## src/rtl/mux_logic_gates_if.sv

```systemverilog
// Operand/result bundle for mux_logic_gates.
// MUX_GATES_STATUS_EN adds the all_and/any_nor status outputs.
interface mux_logic_gates_if #(
  parameter int unsigned WIDTH = 1
);
  logic             in_valid;
  logic [WIDTH-1:0] a;
  logic [WIDTH-1:0] b;
  logic             out_valid;
  logic [WIDTH-1:0] y_and;
  logic [WIDTH-1:0] y_nand;
  logic [WIDTH-1:0] y_nor;
`ifdef MUX_GATES_STATUS_EN
  logic             all_and;
  logic             any_nor;

  modport master (
    output in_valid, a, b,
    input  out_valid, y_and, y_nand, y_nor, all_and, any_nor
  );
  modport slave (
    input  in_valid, a, b,
    output out_valid, y_and, y_nand, y_nor, all_and, any_nor
  );
`else
  modport master (
    output in_valid, a, b,
    input  out_valid, y_and, y_nand, y_nor
  );
  modport slave (
    input  in_valid, a, b,
    output out_valid, y_and, y_nand, y_nor
  );
`endif
endinterface

```

## src/rtl/mux_logic_gates.sv

```systemverilog
// Registered bitwise AND/NAND/NOR built only from 2:1 mux cells, one-cycle latency.
// Optional MUX_GATES_STATUS_EN adds registered all_and/any_nor status bits.
module mux2 (
  input  logic d0_i,
  input  logic d1_i,
  input  logic s_i,
  output logic y_o
);
  assign y_o = s_i ? d1_i : d0_i;
endmodule

module mux_logic_gates #(
  parameter int unsigned WIDTH = 1
) (
  input  logic                clk,
  input  logic                rst_n,
  mux_logic_gates_if.slave    bus
);
  logic [WIDTH-1:0] a_n;
  logic [WIDTH-1:0] and_w, nand_w, nor_w;
  logic [WIDTH-1:0] y_and_d, y_and_q, y_nand_d, y_nand_q, y_nor_d, y_nor_q;
  logic             out_valid_d, out_valid_q;

  assign a_n = ~bus.a;

  for (genvar i = 0; i < WIDTH; i++) begin : g_bit
    mux2 u_and  (.d0_i(1'b0),   .d1_i(bus.a[i]), .s_i(bus.b[i]), .y_o(and_w[i]));
    mux2 u_nand (.d0_i(1'b1),   .d1_i(a_n[i]),   .s_i(bus.b[i]), .y_o(nand_w[i]));
    mux2 u_nor  (.d0_i(a_n[i]), .d1_i(1'b0),     .s_i(bus.b[i]), .y_o(nor_w[i]));
  end

  // Results only load on in_valid, so a/b are never sampled otherwise.
  always_comb begin
    y_and_d     = y_and_q;
    y_nand_d    = y_nand_q;
    y_nor_d     = y_nor_q;
    out_valid_d = bus.in_valid;
    if (bus.in_valid) begin
      y_and_d  = and_w;
      y_nand_d = nand_w;
      y_nor_d  = nor_w;
    end
  end

  always_ff @(posedge clk or negedge rst_n) begin
    if (!rst_n) begin
      y_and_q     <= '0;
      y_nand_q    <= '0;
      y_nor_q     <= '0;
      out_valid_q <= 1'b0;
    end else begin
      y_and_q     <= y_and_d;
      y_nand_q    <= y_nand_d;
      y_nor_q     <= y_nor_d;
      out_valid_q <= out_valid_d;
    end
  end

  assign bus.out_valid = out_valid_q;
  assign bus.y_and     = y_and_q;
  assign bus.y_nand    = y_nand_q;
  assign bus.y_nor     = y_nor_q;

`ifdef MUX_GATES_STATUS_EN
  // Reductions are mux chains: all_and passes 1 only while every and bit selects it,
  // any_nor latches to 1 once any nor bit selects the constant.
  logic [WIDTH:0] all_chain, any_chain;
  logic           all_and_d, all_and_q, any_nor_d, any_nor_q;

  assign all_chain[0] = 1'b1;
  assign any_chain[0] = 1'b0;

  for (genvar i = 0; i < WIDTH; i++) begin : g_stat
    mux2 u_all (.d0_i(1'b0), .d1_i(all_chain[i]), .s_i(and_w[i]), .y_o(all_chain[i+1]));
    mux2 u_any (.d0_i(any_chain[i]), .d1_i(1'b1), .s_i(nor_w[i]), .y_o(any_chain[i+1]));
  end

  always_comb begin
    all_and_d = all_and_q;
    any_nor_d = any_nor_q;
    if (bus.in_valid) begin
      all_and_d = all_chain[WIDTH];
      any_nor_d = any_chain[WIDTH];
    end
  end

  always_ff @(posedge clk or negedge rst_n) begin
    if (!rst_n) begin
      all_and_q <= 1'b0;
      any_nor_q <= 1'b0;
    end else begin
      all_and_q <= all_and_d;
      any_nor_q <= any_nor_d;
    end
  end

  assign bus.all_and = all_and_q;
  assign bus.any_nor = any_nor_q;
`endif
endmodule

```

## src/flat_wrapper.sv

```systemverilog
// flat-port wrapper written by rule: the top's interface ports become plain ports
module mux_logic_gates_flat 
#(
  parameter int unsigned WIDTH = 1
)
  (clk, rst_n, bus_in_valid, bus_a, bus_b, bus_out_valid, bus_y_and, bus_y_nand, bus_y_nor);
  mux_logic_gates_if #(.WIDTH(WIDTH)) bus_i ();
  input  logic clk;
  input  logic rst_n;
  input wire logic [$bits(bus_i.in_valid)-1:0] bus_in_valid;
  input wire logic [$bits(bus_i.a)-1:0] bus_a;
  input wire logic [$bits(bus_i.b)-1:0] bus_b;
  output wire logic [$bits(bus_i.out_valid)-1:0] bus_out_valid;
  output wire logic [$bits(bus_i.y_and)-1:0] bus_y_and;
  output wire logic [$bits(bus_i.y_nand)-1:0] bus_y_nand;
  output wire logic [$bits(bus_i.y_nor)-1:0] bus_y_nor;
  assign bus_i.in_valid = bus_in_valid;
  assign bus_i.a = bus_a;
  assign bus_i.b = bus_b;
  assign bus_out_valid = bus_i.out_valid;
  assign bus_y_and = bus_i.y_and;
  assign bus_y_nand = bus_i.y_nand;
  assign bus_y_nor = bus_i.y_nor;
  mux_logic_gates #(.WIDTH(WIDTH)) u_core (.clk(clk), .rst_n(rst_n), .bus(bus_i));
endmodule
```

## config.mk

```make
export PLATFORM = sky130hd
export DESIGN_NAME = mux_logic_gates_flat
export DESIGN_NICKNAME = d
export VERILOG_FILES = /design/src/rtl/mux_logic_gates_if.sv /design/src/rtl/mux_logic_gates.sv /design/src/flat_wrapper.sv
export SDC_FILE = /design/constraint.sdc
export NUM_CORES = 1
export LEC_CHECK = 0
export ABC_AREA = 1
export BUFFER_PORTS_ARGS = -buffer_cell sky130_fd_sc_hd__buf_2
export CAP_MARGIN = 20
export CORE_AREA = 2 2 39 41
export CTS_CLUSTER_SIZE = 8
export DETAILED_ROUTE_END_ITERATION = 7
export DIE_AREA = 0 0 41 43
export GPL_TIMING_DRIVEN = 0
export PLACE_DENSITY = 0.37
export SYNTH_ARGS = -nofsm -noshare
export SYNTH_HDL_FRONTEND = slang
export SYNTH_SLANG_ARGS = --single-unit
```

## constraint.sdc

```tcl
create_clock -name clk -period 0.9 [get_ports clk]
set_input_delay 0.135 -clock clk [delete_from_list [all_inputs] [get_ports clk]]
set_output_delay 0.135 -clock clk [all_outputs]
set_load 0.05 [all_outputs]
```

==> out/qor.json, run 1 <==
{
  "result_of_the_run": {"value": "complete, but fails checks"},
  "failing_checks": {"value": "negative setup slack"},
  "die_width": {"value": 41, "unit": "um"},
  "ios": {"value": 9},
  "switchingPower": {"value": 147.2, "unit": "uW"},
  "cp-start-kind": {"value": "flip-flop"},
  "clock_sink_count": {"value": 4},
  "critical_path_peak_fanout": {"value": 2},
  "multiInputGateArea": {"value": 42.54, "unit": "um^2"},
  "power_leakage": {"value": 0.1512, "unit": "nW"},
  "finalWorstSetupSlack": {"value": -0.003209, "unit": "ns"},
  "synth.cell_area": {"value": 146.4, "unit": "um^2"},
  "die-area": {"value": 1763, "unit": "um^2"},
  "arrival_worst_endpoint": {"value": 0.77, "unit": "ns"},
  "worst-slew-pin-transition": {"value": 0.1103, "unit": "ns"},
  "drt_iter0_drc": {"value": 5},
  "p_int": {"value": 392.9, "unit": "uW"},
  "comb_power_share": {"value": 23.1, "unit": "%"},
  "post_route_cells_drive_above_1_share": {"value": 46.67, "unit": "%"},
  "drt_pre_antenna_iters": {"value": 4},
  "timing_hold_violations_final": {"value": 0},
  "n_fill_cell": {"value": 153},
  "ys.warnings.count": {"value": 0},
  "cts-buffers-inserted": {"value": 3},
  "pre_cts_ws": {"value": 0.1702, "unit": "ns"},
  "regArea": {"value": 100.1, "unit": "um^2"},
  "drt_drc_violations_left": {"value": 0},
  "worst-path-buf-inv": {"value": 1},
  "number_of_max_slew_violations_in_the_final_report": {"value": 0},
  "synthXorXnorAreaFrac": {"value": 0, "unit": "%"},
  "adder_and_majority_gate_portion_of_the_synthesized_area": {"value": 0, "unit": "%"},
  "worst_skew_pair.late_latency": {"value": 0.23, "unit": "ns"},
  "cts_max_path_buffers": {"value": 2},
  "multiplexer_share_of_the_synthesized_area": {"value": 0, "unit": "%"},
  "grt_usage": {"value": 5.427, "unit": "%"},
  "htree_num_levels": {"value": 1},
  "area_growth_syn_to_layout": {"value": 90.60, "unit": "%"},
  "cap_viol_max_count": {"value": 0},
  "switching_power_as_a_share_of_total_power": {"value": 27.25, "unit": "%"},
  "ratio_of_routed_vias_to_standard_cells": {"value": 3.109},
  "kind_of_cell_adding_the_most_delay_to_the_critical_path": {"value": "flip-flops"},
  "gp_congestion": {"value": 0.5376},
  "timing.clock.skew": {"value": 0, "unit": "ns"},
  "fraction_of_the_mapped_netlist_area_in_compound_gates": {"value": 0, "unit": "%"},
  "path_class": {"value": "flip-flop to output pin"},
  "die_height": {"value": 43, "unit": "um"},
  "avgSynthCellArea": {"value": 9.149, "unit": "um^2"},
  "grt_pass1_vias": {"value": 153},
  "synth_top_family_by_area": {"value": "simple AND/OR/NAND/NOR gates"},
  "postSynthCellCount": {"value": 16},
  "final_nets": {"value": 37},
  "synthDistinctLibCells": {"value": 5},
  "placeableCoreArea": {"value": 1384, "unit": "um^2"},
  "clock.fmax": {"value": 1107, "unit": "MHz"},
  "rsz_0062_raised_after_global_routing": {"value": "true"},
  "dp_cells": {"value": 40},
  "summed_negative_setup_slack_over_all_endpoints": {"value": -0.003209, "unit": "ns"},
  "stdcell_count": {"value": 46},
  "required": {"value": 0.76, "unit": "ns"},
  "cts_tree": {"value": "built"},
  "worst_hold_path_type": {"value": "input pin to flip-flop"},
  "post-route-util": {"value": 20.16, "unit": "%"},
  "grt_start_max_net_pins": {"value": 6},
  "ys_seq_area_share": {"value": 68.38, "unit": "%"},
  "placementRows": {"value": 14},
  "via_count": {"value": 143},
  "clock_tree.root_cell": {"value": "sky130_fd_sc_hd__clkbuf_4"},
  "maxSlewHeadroom": {"value": 92.67, "unit": "%"},
  "power_density": {"value": 1936, "unit": "nW/um^2"},
  "final.period_utilization": {"value": 100.4, "unit": "%"},
  "power.ir.vdd_worst": {"value": 0.3100, "unit": "mV"},
  "seq_power_share": {"value": 37.6, "unit": "%"},
  "initial_core_utilization": {"value": 10.58, "unit": "%"},
  "antenna_violations_before_repair": {"value": 0},
  "synth_simple_gate_area_share": {"value": 29.06, "unit": "%"},
  "post-route-min-period": {"value": 0.9032, "unit": "ns"},
  "end_kind": {"value": "output pin"},
  "critical_path.max_stage_delay": {"value": 0.38, "unit": "ns"},
  "per_cell_routed_wire_length": {"value": 7.370, "unit": "um"},
  "synth-seq-cells": {"value": 4},
  "syn_nets": {"value": 21},
  "cp_slowest_cell": {"value": "sky130_fd_sc_hd__dfrtp_1"},
  "routed_wirelength": {"value": 339, "unit": "um"},
  "placement.io_buffers": {"value": 8},
  "cell_chain_of_the_critical_path": {"value": "buf_6"},
  "report.power.total": {"value": 540.1, "unit": "uW"},
  "power_frac_clock": {"value": 39.3, "unit": "%"},
  "grt_first_pass_wirelength": {"value": 538, "unit": "um"},
  "cts.clk_slew.worst_paths": {"value": 0.03, "unit": "ns"},
  "ant_nets": {"value": 0},
  "diodes": {"value": 0},
  "report.final.setup_viol": {"value": 1},
  "overflow": {"value": 0}
}
-- timing repair --
action                                  CTS  global route
hold endpoints to repair                  4             0
resized for setup                         8             0
hold buffers                              1             0
setup buffers                             1             1
endpoints found under the setup margin    4             4
-- metrics by stage --
stage / hold slack [ns] / instance area, um^2
global route: 0.07108 / 279.0
CTS: 0.07361 / 271.5
floorplan: -0.1606 / 146.4
detailed placement: -0.05604 / 206.4
finish: 0.08217 / 279.0
global placement: -0.05771 / 206.4
-- registers in the layout (all words and copies together) (netlist names) --
name / cells
u_core.bus.y_nand: 1
u_core.bus.out_valid: 1
u_core.bus.y_and: 1
u_core.bus.y_nor: 1
-- routing by layer --
| layer | up-vias | wire length, um | GRT usage (%) |
|---|---|---|---|
| li1 | 76 | - | - |
| met1 | 58 | 157 | 5.806 |
| met2 | 9 | 129 | 4.688 |
| met3 | 0 | 52 | 4.712 |
| met4 | 0 | 0 | 8.000 |
| met5 | - | 0 | 0 |
-- cells by family after synthesis --
family	count (synthesis)
DFF	4
buffers and inverters	1
and+or+nand+nor	11
-- area by class of cell --
| type | instances | area share (%) |
|---|---|---|
| inverter | 1 | 1.345 |
| sequential | 4 | 35.87 |
| clock buffer | 3 | 8.072 |
| multi-input combinational | 11 | 15.25 |
| tap | 16 | 7.175 |
| timing repair buffer | 11 | 32.29 |
-- cell usage after synthesis, drive strengths merged --
cell type	instances	area, um^2
dfrtp	4	100.1
nor2	1	3.750
inv	1	3.750
nand2	9	33.78
nand3	1	5.000
-- final timing paths --
| path | slack (ns) | start | cells past startpoint | to |
|---|---|---|---|---|
| setup / recovery | -0.003 | u_core.bus.y_nor | 1 | bus_y_nor |
| hold / removal | 0.08 | bus_in_valid | 1 | u_core.bus.out_valid |
| setup reg to reg | 0.18 | u_core.bus.y_nand | 3 | u_core.bus.y_nand |
| hold reg to reg | 0.50 | u_core.bus.y_nor | 2 | u_core.bus.y_nor |
| max in group asynchronous | 0.54 | rst_n | 2 | u_core.bus.y_and |
| min in group asynchronous | 0.24 | rst_n | 2 | u_core.bus.out_valid |
-- layout by cell type (no fill, tap or decap), drive strengths merged --
cell and instances:
inv 1, dfrtp 4, buf 10, clkbuf 3, nand3 1, dlygate4sd3 1
nor2 1, nand2 9
-- power by group through the flow --
stage               logic [mW]  registers [mW]  clock network (mW)
floorplan               0.0135           0.250                   0
global placement        0.0942           0.202                   0
detailed placement      0.0946           0.202                   0
CTS                      0.120           0.203               0.227
global route             0.133           0.204               0.250
finish                   0.125           0.203               0.212
Note: power is estimated with default switching activity, not from simulation.
==> inputs of run 2 (changes only) <==
GPL_TIMING_DRIVEN = unset   (was 0)
==> out/qor.json, run 2 (synthesis gave the netlist of run 1 again) <==
{
  "htree_num_levels": {"value": 1, "change": "unchanged"},
  "grt_util_met3": {"value": 4.712, "unit": "%", "change": "unchanged"},
  "report.power.total": {"value": 534.7, "unit": "uW", "change": "was 540.1 uW"},
  "worst-path-buf-inv": {"value": 1, "change": "unchanged"},
  "end_kind": {"value": "output pin", "change": "unchanged"},
  "pre_cts_ws": {"value": 0.1777, "unit": "ns", "change": "was 0.1702 ns"},
  "power.ir.vdd_worst": {"value": 0.3230, "unit": "mV", "change": "was 0.3100 mV"},
  "clock_tree.root_cell": {"value": "sky130_fd_sc_hd__clkbuf_4", "change": "unchanged"},
  "cts-buffers-inserted": {"value": 3, "change": "unchanged"},
  "clock.fmax": {"value": 1109, "unit": "MHz", "change": "was 1107 MHz"},
  "routed_wirelength": {"value": 337, "unit": "um", "change": "was 339 um"},
  "initial_core_utilization": {"value": 10.58, "unit": "%", "change": "unchanged"},
  "antenna_violations_before_repair": {"value": 0, "change": "unchanged"},
  "worst_hold_path_type": {"value": "input pin to flip-flop", "change": "unchanged"},
  "timing_hold_violations_final": {"value": 0, "change": "unchanged"},
  "drt_pre_antenna_iters": {"value": 4, "change": "unchanged"},
  "worst-slew-pin-transition": {"value": 0.1106, "unit": "ns", "change": "was 0.1103 ns"},
  "final.period_utilization": {"value": 100.2, "unit": "%", "change": "was 100.4%"},
  "via_count": {"value": 146, "change": "was 143"},
  "critical_path.max_stage_delay": {"value": 0.38, "unit": "ns", "change": "about the same"},
  "diodes": {"value": 0, "change": "unchanged"},
  "cts_tree": {"value": "built", "change": "unchanged"},
  "die_height": {"value": 43, "unit": "um", "change": "unchanged"},
  "required": {"value": 0.76, "unit": "ns", "change": "about the same"},
  "power_leakage": {"value": 0.1464, "unit": "nW", "change": "was 0.1512 nW"},
  "rsz_0062_raised_after_global_routing": {"value": "true", "change": "unchanged"},
  "arrival_worst_endpoint": {"value": 0.77, "unit": "ns", "change": "about the same"},
  "worst_skew_pair.late_latency": {"value": 0.23, "unit": "ns", "change": "about the same"},
  "cp_slowest_cell": {"value": "sky130_fd_sc_hd__dfrtp_1", "change": "unchanged"},
  "final_hpwl_from_detailed_placement": {"value": 266.1, "unit": "um"},
  "kind_of_cell_adding_the_most_delay_to_the_critical_path": {"value": "flip-flops", "change": "unchanged"},
  "drt_drc_violations_left": {"value": 0, "change": "unchanged"},
  "cap_viol_max_count": {"value": 0, "change": "unchanged"},
  "global_route.usage.met2": {"value": 4.688, "unit": "%", "change": "unchanged"},
  "ratio_of_routed_vias_to_standard_cells": {"value": 3.244, "change": "was 3.109"},
  "drt_iter0_drc": {"value": 5, "change": "unchanged"},
  "placement.io_buffers": {"value": 8, "change": "unchanged"},
  "layout.cells.most_common_list": {"value": "9 x sky130_fd_sc_hd__nand2_1, 4 x sky130_fd_sc_hd__buf_2, 4 x sky130_fd_sc_hd__buf_6, 4 x sky130_fd_sc_hd__dfrtp_1, 3 x sky130_fd_sc_hd__clkbuf_4", "change": "unchanged"},
  "critPathLaunch": {"value": "u_core.bus.y_nor", "change": "unchanged"},
  "overflow": {"value": 0, "change": "unchanged"},
  "placeableCoreArea": {"value": 1384, "unit": "um^2", "change": "unchanged"},
  "post-route-min-period": {"value": 0.9021, "unit": "ns", "change": "was 0.9032 ns"},
  "die_width": {"value": 41, "unit": "um", "change": "unchanged"},
  "maxSlewHeadroom": {"value": 92.64, "unit": "%", "change": "was 92.67%"},
  "power_density": {"value": 1969, "unit": "nW/um^2", "change": "was 1936 nW/um^2"},
  "die-area": {"value": 1763, "unit": "um^2", "change": "unchanged"},
  "ios": {"value": 9, "change": "unchanged"},
  "grt_start_max_net_pins": {"value": 6, "change": "unchanged"},
  "timing.clock.skew": {"value": 0, "unit": "ns", "change": "unchanged"},
  "cell_chain_of_the_critical_path": {"value": "buf_6", "change": "unchanged"},
  "failing_checks": {"value": "negative setup slack", "change": "unchanged"},
  "grt_usage": {"value": 5.628, "unit": "%", "change": "was 5.427%"},
  "area_growth_syn_to_layout": {"value": 85.47, "unit": "%", "change": "was 90.60%"},
  "cp-start-kind": {"value": "flip-flop", "change": "unchanged"},
  "clock_sink_count": {"value": 4, "change": "unchanged"},
  "grt_pass1_vias": {"value": 149, "change": "was 153"},
  "grt_first_pass_wirelength": {"value": 558, "unit": "um", "change": "was 538 um"},
  "report.final.setup_viol": {"value": 1, "change": "unchanged"},
  "n_fill_cell": {"value": 160, "change": "was 153"},
  "cts_max_path_buffers": {"value": 2, "change": "unchanged"},
  "use_met1": {"value": 6.452, "unit": "%", "change": "was 5.806%"},
  "worstHoldStart": {"value": "bus_in_valid", "change": "unchanged"},
  "per_cell_routed_wire_length": {"value": 7.489, "unit": "um", "change": "was 7.370 um"},
  "ant_nets": {"value": 0, "change": "unchanged"},
  "final_nets": {"value": 36, "change": "was 37"},
  "finalWorstSetupSlack": {"value": -0.002093, "unit": "ns", "change": "was -0.003209 ns"},
  "placementRows": {"value": 14, "change": "unchanged"},
  "final_common_cell": {"value": "sky130_fd_sc_hd__nand2_1", "change": "unchanged"},
  "post_route_cells_drive_above_1_share": {"value": 44.83, "unit": "%", "change": "was 46.67%"},
  "globalRoute.busiestLayer": {"value": "met4", "change": "unchanged"},
  "result_of_the_run": {"value": "complete, but fails checks", "change": "unchanged"},
  "path_class": {"value": "flip-flop to output pin", "change": "unchanged"},
  "number_of_max_slew_violations_in_the_final_report": {"value": 0, "change": "unchanged"},
  "cts.clk_slew.worst_paths": {"value": 0.03, "unit": "ns", "change": "about the same"},
  "critical_path_peak_fanout": {"value": 2, "change": "unchanged"},
  "gp_congestion": {"value": 0.4824, "change": "was 0.5376"},
  "reg2reg_from": {"value": "u_core.bus.y_and", "change": "was u_core.bus.y_nand"}
}
run 2: cell count changes in the layout (fill, tap and decap cells not counted):
cell | before | now
sky130_fd_sc_hd__buf_4 | 2 | 1
run 2: power breakdown:
| part | leakage, nW | switching (mW) | internal [mW] |
|---|---|---|---|
| Clock | 0.0138 | 0.0643 | 0.149 |
| Combinational | 0.0835 | 0.0740 | 0.0451 |
| Sequential | 0.0491 | 0.00835 | 0.194 |
run 2: area by class of cell:
class	count	area, um^2	share of cell area [%]
Sequential cell	4	100.1	36.87
Timing Repair Buffer	10	82.58	30.41
Multi-Input combinational cell	11	42.54	15.67
Clock buffer	3	22.52	8.295
Tap cell	16	20.02	7.373
Inverter	1	3.754	1.382
run 2: routing by layer:
layer / up-vias / wire length [um] / part of all wire, %
met4: 0 / 0 / 0
li1: 74 / - / -
met3: 0 / 64 / 19
met2: 11 / 124 / 37
met1: 61 / 148 / 44
met5: - / 0 / 0
run 2: stage by stage:
| step | std cells | setup TNS [ns] | hold slack [ns] | utilization, % | area (um^2) |
|---|---|---|---|---|---|
| global placement | 40 | 0 | -0.05901 | 14.92 | 206.4 |
| CTS | 45 | -0.02819 | 0.07821 | 19.62 | 271.5 |
| floorplan | 16 | 0 | -0.1606 | - | 146.4 |
| detailed placement | 40 | 0 | -0.05763 | 14.92 | 206.4 |
| finish | 45 | -0.002093 | 0.08816 | 19.62 | 271.5 |
| global route | 45 | -0.1203 | 0.07708 | 19.62 | 271.5 |
run 2: what timing repair did:
action,4_1_cts,5_1_grt
buffers inserted,1,0
setup endpoints to repair,4,4
hold buffers,1,0
hold endpoints to repair,4,0
resized for setup,8,0
run 2: path summary, 6_finish.rpt:
path	to	slack, ns	cells past startpoint
min reg2reg	u_core.bus.y_nor	0.50	2
max in group asynchronous	u_core.bus.out_valid	0.54	2
max reg2reg	u_core.bus.y_and	0.17	3
min	u_core.bus.out_valid	0.09	1
max	bus_y_nor	-0.002	1
min in group asynchronous	u_core.bus.y_nand	0.24	2
run 2: worst reg2reg max path, stage by stage, from the launching register on:
cell and delay [ns]:
sky130_fd_sc_hd__dfrtp_1 0.38, sky130_fd_sc_hd__buf_4 0.13, sky130_fd_sc_hd__nand2_1 0.06, sky130_fd_sc_hd__nand2_1 0.05
